### src/rtl/secret_key_requester.sv
// secret_key_requester: initiator side of the secret-key access interface.
// Authenticates a password, pulses access_granted to the key block, captures
// the returned key on the following cycle and hands it downstream over
// valid/ready. Repeated bad passwords trigger a timed lockout.
//
// Handshakes: a transfer happens on a rising clk edge where valid && ready
// are both high; valid/data are held by the sender until that edge, and ready
// asserted without valid has no effect.
//
// Optional feature macro: KEY_SCRUB_EN (key_data reads zero whenever key_valid
// is low, and the latched password is wiped once it has been checked).
// state_dbg_o exposes the FSM state for observation.
module secret_key_requester #(
    parameter int unsigned        KEY_W          = 32,
    parameter logic [KEY_W-1:0]   PASSWORD       = 32'hCAFEF00D,
    parameter int unsigned        MAX_FAILS      = 3,
    parameter int unsigned        LOCKOUT_CYCLES = 16,
    parameter int unsigned        CNT_W          = 8
) (
    input  logic             clk_i,
    input  logic             rst_i,
    input  logic             pw_valid_i,
    input  logic [KEY_W-1:0] pw_data_i,
    output logic             pw_ready_o,
    output logic             access_granted_o,
    input  logic [KEY_W-1:0] key_in_i,
    output logic             key_valid_o,
    output logic [KEY_W-1:0] key_data_o,
    input  logic             key_ready_i,
    output logic             auth_fail_o,
    output logic             locked_o,
    output logic [2:0]       state_dbg_o
);

    typedef enum logic [2:0] {
        ST_IDLE    = 3'd0,
        ST_CHECK   = 3'd1,
        ST_GRANT   = 3'd2,
        ST_CAPTURE = 3'd3,
        ST_DELIVER = 3'd4,
        ST_LOCKOUT = 3'd5
    } state_t;

    localparam logic [CNT_W-1:0] ONE_C       = CNT_W'(1);
    localparam logic [CNT_W-1:0] MAX_FAILS_C = CNT_W'(MAX_FAILS);
    localparam logic [CNT_W-1:0] LOCK_LAST_C = CNT_W'(LOCKOUT_CYCLES - 1);

    state_t             state_q, state_d;
    logic [KEY_W-1:0]   pw_q, pw_d;
    logic [CNT_W-1:0]   fail_cnt_q, fail_cnt_d;
    logic [CNT_W-1:0]   lock_cnt_q, lock_cnt_d;
    logic [CNT_W-1:0]   fail_inc;
    logic               pw_ready_q, pw_ready_d;
    logic               grant_q, grant_d;
    logic               key_valid_q, key_valid_d;
    logic [KEY_W-1:0]   key_data_q, key_data_d;
    logic               auth_fail_q, auth_fail_d;
    logic               locked_q, locked_d;

    assign fail_inc = fail_cnt_q + ONE_C;

    // Next-state and registered-output logic; one-cycle pulses default low.
    always_comb begin
        state_d     = state_q;
        pw_d        = pw_q;
        fail_cnt_d  = fail_cnt_q;
        lock_cnt_d  = lock_cnt_q;
        key_valid_d = key_valid_q;
        key_data_d  = key_data_q;
        locked_d    = locked_q;
        grant_d     = 1'b0;
        auth_fail_d = 1'b0;
        case (state_q)
            ST_IDLE: begin
                if (pw_valid_i && pw_ready_q) begin
                    pw_d    = pw_data_i;
                    state_d = ST_CHECK;
                end
            end
            ST_CHECK: begin
                if (pw_q == PASSWORD) begin
                    fail_cnt_d = '0;
                    grant_d    = 1'b1;
                    state_d    = ST_GRANT;
                end else begin
                    auth_fail_d = 1'b1;
                    fail_cnt_d  = fail_inc;
                    if (fail_inc == MAX_FAILS_C) begin
                        locked_d   = 1'b1;
                        lock_cnt_d = '0;
                        state_d    = ST_LOCKOUT;
                    end else begin
                        state_d = ST_IDLE;
                    end
                end
`ifdef KEY_SCRUB_EN
                pw_d = '0;
`endif
            end
            ST_GRANT: begin
                state_d = ST_CAPTURE;
            end
            ST_CAPTURE: begin
                // The key block drives its key during the cycle after the grant.
                key_data_d  = key_in_i;
                key_valid_d = 1'b1;
                state_d     = ST_DELIVER;
            end
            ST_DELIVER: begin
                if (key_ready_i) begin
                    key_valid_d = 1'b0;
`ifdef KEY_SCRUB_EN
                    key_data_d  = '0;
`endif
                    state_d     = ST_IDLE;
                end
            end
            ST_LOCKOUT: begin
                if (lock_cnt_q == LOCK_LAST_C) begin
                    lock_cnt_d = '0;
                    fail_cnt_d = '0;
                    locked_d   = 1'b0;
                    state_d    = ST_IDLE;
                end else begin
                    lock_cnt_d = lock_cnt_q + ONE_C;
                end
            end
            default: begin
                state_d = ST_IDLE;
            end
        endcase
        // pw_ready is registered, so it tracks the state being entered.
        pw_ready_d = (state_d == ST_IDLE);
    end

    // State and output registers; reset abandons any transaction in flight.
    always_ff @(posedge clk_i or posedge rst_i) begin
        if (rst_i) begin
            state_q     <= ST_IDLE;
            pw_q        <= '0;
            fail_cnt_q  <= '0;
            lock_cnt_q  <= '0;
            pw_ready_q  <= 1'b0;
            grant_q     <= 1'b0;
            key_valid_q <= 1'b0;
            key_data_q  <= '0;
            auth_fail_q <= 1'b0;
            locked_q    <= 1'b0;
        end else begin
            state_q     <= state_d;
            pw_q        <= pw_d;
            fail_cnt_q  <= fail_cnt_d;
            lock_cnt_q  <= lock_cnt_d;
            pw_ready_q  <= pw_ready_d;
            grant_q     <= grant_d;
            key_valid_q <= key_valid_d;
            key_data_q  <= key_data_d;
            auth_fail_q <= auth_fail_d;
            locked_q    <= locked_d;
        end
    end

    assign pw_ready_o       = pw_ready_q;
    assign access_granted_o = grant_q;
    assign key_valid_o      = key_valid_q;
    assign key_data_o       = key_data_q;
    assign auth_fail_o      = auth_fail_q;
    assign locked_o         = locked_q;
    assign state_dbg_o      = state_q;

endmodule

### config.mk
export PLATFORM = sky130hd
export DESIGN_NAME = secret_key_requester
export DESIGN_NICKNAME = d
export VERILOG_FILES = /design/src/rtl/secret_key_requester.sv
export SDC_FILE = /design/constraint.sdc
export NUM_CORES = 1
export LEC_CHECK = 0
export CORE_MARGIN = 2
export CORE_UTILIZATION = 48
export CTS_CLUSTER_DIAMETER = 30
export CTS_CLUSTER_SIZE = 30
export DETAILED_ROUTE_END_ITERATION = 8
export PLACE_DENSITY = 0.77
export SLEW_MARGIN = 10
export SYNTH_ARGS = -nofsm -noshare
export SYNTH_HDL_FRONTEND = slang
export SYNTH_SLANG_ARGS = --single-unit
### constraint.sdc
create_clock -name clk_i -period 4 [get_ports clk_i]
set_input_delay 0.8 -clock clk_i [delete_from_list [all_inputs] [get_ports clk_i]]
set_output_delay 0.8 -clock clk_i [all_outputs]
set_load 0.01 [all_outputs]
# Yosys cells after proc, flatten, opt, wreduce, memory -nomap -nowiden

Index checks and enable logic that the tools add are counted.

Register bits after elaboration: 88
Input port bits: 68
Output and inout port bits: 40
Word-level logic and storage cells: 57

$add $sub $neg: 2
Equal/unequal tests: 12
Multiplexer cells: 23
Reduce and logical (&&, ||, !) cells: 10

Operators by type and width:

| kind                 | number |
|---|---|
| $mux 8               | 5 |
| $eq 32x32->1 const B | 1 |
| $pmux 8 s2           | 2 |
| $pmux 3 s6           | 1 |
| $add 8x1->8 const B  | 2 |
| $mux 3               | 5 |
| $eq 8x2->1 const B   | 1 |
| $eq 8x4->1 const B   | 1 |
| $mux 1               | 8 |
| $ne 2x2->1 const B   | 4 |
| $eq 3x2->1 const B   | 2 |
| $eq 3x3->1 const B   | 2 |
| $logic_not 3->1      | 2 |
| $reduce_and 2->1     | 3 |
| $pmux 1 s2           | 2 |
| $reduce_and 4->1     | 1 |
| $reduce_bool 2->1    | 2 |
| $eq 3x1->1 const B   | 1 |
| $reduce_and 3->1     | 1 |
| $logic_and 1x1->1    | 1 |

# Logic depth before layout (Yosys ltp)

Gate-level depths: netlist of the first run.

Depth in word-level cells: 6
Mapped depth: 7
Mapped depth without buffers: 6

# Worst setup path after synthesis of the first run

OpenSTA, ideal clock, no wires.

Kind: in2reg
Start: input port pw_valid_i
End: register pw_q[0]
Setup time: 0.125 ns
Arrival time: 1.836 ns
Data required time: 3.875 ns
Path slack: 2.040 ns
Cell stages on the path: 4
Buffers on the path: 1
Cells stage by stage: nand2_1 nor4_2 buf_2 mux2_2

Longest elaborated chain between the ends: 2

RTL lines:

| item                              | RTL line | RTL |
|---|---|---|
| start: declaration                | 22       | `input logic pw_valid_i,` |
| $logic_and 1x1->1                 | 75       | `if (pw_valid_i && pw_ready_q) begin` |
| $reduce_and 2->1 (no source line) | -        |  |
| end signal: assignment            | 151      | `pw_q <= pw_d;` |
| end: declaration                  | 49       | `logic [KEY_W-1:0] pw_q, pw_d;` |

Every way passes these cells.
A chain may end at the register's enable or synchronous reset.

# Final worst setup path of the first run

Start: register state_q[2] (netlist: state_dbg_o[2])
End: output port state_dbg_o[2]

RTL lines:

| item                     | RTL line | RTL |
|---|---|---|
| start: declaration       | 48       | `state_t state_q, state_d;` |
| start signal: assignment | 150      | `state_q <= state_d;` |
| end: declaration         | 32       | `output logic [2:0] state_dbg_o` |

No word-level cell between the ends.

==> reports/metrics.yaml, run 1 <==
sta:
  grt_setup_unrepaired: "false"
  hold_viol_final: 0
  fin_crit_sh_pct: 62.1
  drv_slew: 0
  worst_pin_slew_ps: 760
  slew_headroom_pct: 49.3
  setup_viol: 0
  fmaxAchievable_mhz: 402
  fin_tns_setup_ps: 0
  fin_worst_skew_ps: 10.3
  min_period_ps: 2490
cells_and_area:
  syn_to_final_growth_pct: 35.6
  drive_gt1_share_pct: 22.8
  n_antenna_cell: 0
  nets: 482
  finalNonFillerCells: 518
  final_util_pct: 67.6
worst_setup_path:
  critPathSlowestCell: "dfrtp_1"
  cp_top_family: "flip-flops"
  crit_start: "state_dbg_o[2]"
  crit_arrival_ps: 1690
  reg2reg_from: "pw_q[11]"
  end_kind: "primary output"
  crit_cells: 1
  path_buf_inv: 1
  cp_cell_sequence: "clkdlybuf4s50_1"
  r2r_slack_ps: 1950
  required_ps: 3200
  rr_endpoint: "state_dbg_o[0]"
  cp_slowest_stage_delay_ps: 690
  timing.reg2reg.worst_path_depth: 5
  crit_type: "flop to primary output"
  endpoint: "state_dbg_o[2]"
  cp_max_fo: 14
  start_kind: "flop"
clocking:
  cts_hold_buf: 0
  cts_made_buffers: 9
  insertion_delay_ps: 360
  ctsRootBufferMaster: "clkbuf_8"
  clkSinkCount: 88
  clk_pin_slew_ps: 90
  cts_setup_buffers: 0
  cts_buffer_depth: 2
  htree_levels: 3
  cts_resized: 0
  cts_tree: "done"
logic_synthesis:
  synth_edf_count: 0
  ys_warn_count: 0
  synth_cell_types: 50
  netlist_area_um2: 3870
  synth-seq-cells: 88
  netlist_instances: 302
  synth_top_area_share_pct: 56.8
  synthFlopType: "dfrtp_1"
  synth-seq-area-share_pct: 56.8
  synth.net_count: 373
  synthTopCellsByArea: "dfrtp_1 (57%), mux2_2 (19%), nand2_1 (2.4%)"
  async_reset_ff_share_pct: 100
  yosysTopAreaCell: "dfrtp_1"
  synth.avg_cell_area_um2: 12.8
placement:
  dp_cells: 502
  port_buffers: 107
  place.detailed.hpwl_mm: 5.90
  gp_congestion: 0.806
global_routing:
  antenna_found_initial: 0
  grt_pass1_vias: 2738
  gr-usage-met2_pct: 31.8
  top_usage_layer: "met2"
  met1_usage_pct: 24.0
  grt-ovfl-total: 0
  gr-usage-met3_pct: 5.06
  grt_pass1_wl_mm: 13.0
  grt_max_degree: 47
  grtUsageTotal_pct: 18.9
power:
  p_per_area_nw_per_um2: 560
  p_total_mw: 2.94
  p_sw_mw: 1.00
  switching_share_pct: 34.1
  peakVddDrop_mv: 0.312
  leakagePower_nw: 2.18
  intPower_mw: 1.94
  pwr-share-seq_pct: 46.8
  combinationalPowerShare_pct: 33.7
  clkPwrFrac_pct: 19.5
run_status:
  status: "complete, no violations"
die:
  ios: 108
  die_width_um: 93.8
  core_um2: 7770
  die_h_um: 93.8
  initial_core_util_pct: 49.9
  rows: 32
  dieArea_um2: 8810
routing:
  vias_per_cell: 5.34
  initialDrtViolationCount: 121
  drc: 0
  ant_nets: 0
  wl_per_cell_um: 15.5
  firstDrtPassIters: 4
  vias: 2765
  wirelength_mm: 8.03
worst_hold_path:
  hold_class: "flop to flop"
  min_delay_path_depth: 1
job:
  maxCapViolCount: 0
-- state kept, by name, summed over array words and instances (netlist names) --
signal            count
key_data_o           32
pw_q                 32
fail_cnt_q            8
lock_cnt_q            8
state_dbg_o           3
access_granted_o      1
auth_fail_o           1
key_valid_o           1
locked_o              1
pw_ready_o            1
-- cells in the mapped netlist (all sizes together) (4+ instances only) --
library cell and count:
nor2b 4, nor2 9, nand2 25, nand3 6
buf 8, nor3 5, inv 5, a21oi 9
clkbuf 4, o21ai 18, mux2 65, or4 5
dfrtp 88, nor4 7, a31oi 5
-- power by group through the flow --
| stage | clock (mW) | combinational [mW] | sequential, mW |
|---|---|---|---|
| 2_1_floorplan | 0 | 0.744 | 1.33 |
| 3_3_place_gp | 0 | 0.971 | 1.38 |
| 3_5_place_dp | 0 | 1.00 | 1.39 |
| 4_1_cts | 0.600 | 1.01 | 1.38 |
| 5_1_grt | 0.634 | 1.10 | 1.42 |
| 6_report | 0.575 | 0.993 | 1.38 |
-- area by class of cell --
type | count | area, um2
clock buffer | 10 | 138
clock inverter | 6 | 48.8
fill | 596 | 2510
inverter | 5 | 20.0
multi-input combinational | 197 | 1610
sequential | 88 | 2200
tap | 102 | 128
timing repair buffer | 110 | 1110
-- through the flow --
step                      hold slack (ps)  instance area, um2  worst slack, ps
after CTS                             512                5250             1510
after global routing                  530                5250             1460
after floorplan                       471                3870              921
after detailed placement              492                5070             1550
after global placement                483                5070             1580
final                                 507                5250             1510
-- worst min-delay path by stage --
stage	from	to	slack (ps)
after floorplan	pw_q[16]	pw_q[16]	470
after CTS	key_data_o[9]	key_data_o[9]	510
after global routing	key_data_o[9]	key_data_o[9]	530
final	pw_q[31]	pw_q[31]	510
after detailed placement	key_data_o[8]	key_data_o[8]	490
after global placement	pw_q[3]	pw_q[3]	480
-- layer usage --
metal	vias to the layer above	part of all wire, %	routed length (um)
li1	1314	-	-
met1	1370	42	3380
met5	-	0	0
met4	0	2.0	158
met3	14	3.9	313
met2	67	52	4180
-- kinds of logic (layout without fill, tap and decap cells) --
logic type / Yosys count / after routing / share of synthesized area (%)
multiplexers: 66 / 66 / 19.2
flip-flops: 88 / 88 / 56.8
AND/OR/NAND/NOR: 77 / 77 / 12.0
buffers and inverters: 17 / 131 / 1.81
XOR/XNOR: 4 / 4 / 0.905
AO/OA/AOI/OAI: 47 / 47 / 8.27
adder cells (fa/ha/maj): 3 / 3 / 0.969
-- cell usage in the layout, fill, tap and decap left out, drive strengths merged, types with 2 or more instances in the layout --
cell type / count
clkdlybuf4s50: 107
nand3: 6
dfrtp: 88
or4: 5
buf: 3
a21oi: 9
clkbuf: 10
ha: 3
xnor2: 3
clkinv: 3
mux2: 65
nor2b: 4
inv: 8
a2bb2oi: 2
nor4: 7
nor3: 5
nand2: 25
nand4b: 2
o21a: 3
a22oi: 3
o21ai: 18
nand2b: 3
nor2: 9
a31oi: 5
or3: 2
nand4: 3
Note: power is estimated with default switching activity, not from simulation.
==> run 2, diff against run 1 <==
==> constraint.sdc (replaced) <==
create_clock -name clk_i -period 2.3 [get_ports clk_i]
set_input_delay 0.46 -clock clk_i [delete_from_list [all_inputs] [get_ports clk_i]]
set_output_delay 0.46 -clock clk_i [all_outputs]
set_load 0.01 [all_outputs]
==> run 2 against run 1 <==
Effect of this change: power grew 80%; register-to-register slack got worse by 1700 ps; combinational power increased by 80%; non-clock buffer count rose by 3; sequential share of layout area fell by 0.63 points; setup slack lost 1300 ps; critical path type unchanged; largest cell class unchanged.
==> reports/metrics.yaml, run 2 (synthesis results as in run 1) <==
sta:
  slew_headroom_pct: 57.7  # +8.4 points
  fin_tns_setup_ps: 0  # unchanged
  worst_pin_slew_ps: 627  # -133 ps
  min_period_ps: 2100
  hold_viol_final: 0  # unchanged
  fin_worst_skew_ps: 8.69  # -1.62 ps
  fmaxAchievable_mhz: 477
  fin_crit_sh_pct: 91.2
  setup_viol: 0  # unchanged
  drv_slew: 0  # unchanged
  hold_ws_ps: 509  # +1.61 ps
  grt_setup_unrepaired: "false"
global_routing:
  grt-ovfl-total: 0  # unchanged
  antenna_found_initial: 0  # unchanged
  grt_max_degree: 57  # +21%
  grt_pass1_wl_mm: 13.6  # +3.9%
  grtUsageTotal_pct: 19.6  # +0.65 points
  grt_pass1_vias: 2853  # +4.2%
die:
  dieArea_um2: 8810  # unchanged
  core_um2: 7770  # unchanged
  initial_core_util_pct: 49.9  # unchanged
  rows: 32  # unchanged
  die_h_um: 93.8  # unchanged
  die_width_um: 93.8  # unchanged
  ios: 108  # unchanged
worst_hold_path:
  min_delay_path_depth: 1  # unchanged
  hp-start: "key_data_o[19]"
  hold_class: "flop to flop"
  holdPathEnd: "key_data_o[19]"
cells_and_area:
  final_area_um2: 5330  # +1.5%
  drive_gt1_share_pct: 23.4  # +0.55 points
  layout_commonest_cell: "clkdlybuf4s50_1"
  syn_to_final_growth_pct: 37.7
  final_cell_mix: "clkdlybuf4s50_1 (107), dfrtp_1 (88), mux2_2 (65)"
  n_antenna_cell: 0  # unchanged
  finalNonFillerCells: 521  # +0.58%
  nets: 485  # +0.62%
  final_util_pct: 68.7  # +1.0 points
routing:
  vias_per_cell: 5.35  # +0.22%
  drc: 0  # unchanged
  initialDrtViolationCount: 81  # -33%
  wl_per_cell_um: 15.7  # +1.4%
  vias: 2787  # +0.80%
  wirelength_mm: 8.19  # +2.0%
  ant_nets: 0  # unchanged
  firstDrtPassIters: 4  # unchanged
clocking:
  ctsRootBufferMaster: "clkbuf_8"
  clk_pin_slew_ps: 90  # about the same
  cts_setup_buffers: 0  # unchanged
  clkSinkCount: 88  # unchanged
  cts_buffer_depth: 2  # unchanged
  cts_made_buffers: 9  # unchanged
  cts_resized: 0  # unchanged
  insertion_delay_ps: 350  # about the same
  htree_levels: 3  # unchanged
  cts_tree: "done"
  cts_hold_buf: 0  # unchanged
worst_setup_path:
  critPathSlowestCell: "dfrtp_1"
  timing.reg2reg.worst_path_depth: 5  # unchanged
  reg2reg_from: "pw_q[11]"
  crit_arrival_ps: 1640  # -50 ps
  cp_cell_sequence: "clkdlybuf4s50_1"
  cp_slowest_stage_delay_ps: 650  # -40 ps
  cp_max_fo: 14  # unchanged
  required_ps: 1840  # -1360 ps
  start_kind: "flop"
  end_kind: "primary output"
  cp_top_family: "flip-flops"
  crit_type: "flop to primary output"
  r2r_slack_ps: 280  # -1670 ps
  rr_endpoint: "state_dbg_o[0]"
  path_buf_inv: 1  # unchanged
job:
  maxCapViolCount: 0  # unchanged
power:
  peakVddDrop_mv: 0.511  # +64%
  p_per_area_nw_per_um2: 995  # +78%
  leakagePower_nw: 2.21  # +1.5%
placement:
  place.detailed.hpwl_mm: 6.03  # +2.3%
  gp_congestion: 0.828  # +2.8%
  dp_cells: 505  # +0.60%
  placed_area_um2: 5120  # +0.99%
  port_buffers: 107  # unchanged
run_status:
  status: "complete, no violations"
-- run 2: cell count changes in the layout (fill, tap and decap cells not counted), sizes merged --
cell      before  now
clkinvlp       0    1
inv            8    4
clkbuf        10   11
buf            3    6
clkinv         3    4
bufinv         0    1
-- run 2: worst max path at each step --
stage	to	depth (start not counted)	startpoint	slack, ps
global route	state_dbg_o[2]	1	state_dbg_o[2]	120
floorplan	state_dbg_o[0]	5	pw_q[16]	460
CTS	state_dbg_o[2]	1	state_dbg_o[2]	190
finish	state_dbg_o[2]	1	state_dbg_o[2]	200
detailed placement	state_dbg_o[0]	5	pw_q[11]	280
global placement	state_dbg_o[0]	5	pw_q[11]	330
-- run 2: power breakdown --
part | internal [mW] | switching [mW]
combinational | 0.977 | 0.810
clock | 0.569 | 0.550
sequential | 2.00 | 0.399
-- run 2: per-stage QoR --
step / setup WS [ps] / power [mW]
6_report: 203 / 5.31
3_3_place_gp: 328 / 4.14
5_1_grt: 123 / 5.67
4_1_cts: 192 / 5.35
3_5_place_dp: 276 / 4.22
2_1_floorplan: 458 / 3.61
-- run 2: cell type report --
cell class / instances / area, um2
clock inverter: 5 / 65.1
tap: 102 / 128
timing repair buffer: 113 / 1150
inverter: 5 / 22.5
fill: 607 / 2430
multi-input combinational: 197 / 1610
clock buffer: 11 / 151
sequential: 88 / 2200
-- run 2: metal layers --
| layer | vias up | wire length (um) | global-route usage, % |
|---|---|---|---|
| li1 | 1323 | - | - |
| met1 | 1378 | 3530 | 26.4 |
| met2 | 63 | 4130 | 31.2 |
| met3 | 23 | 282 | 3.37 |
| met4 | 0 | 252 | 8.70 |
| met5 | - | 0 | 0 |
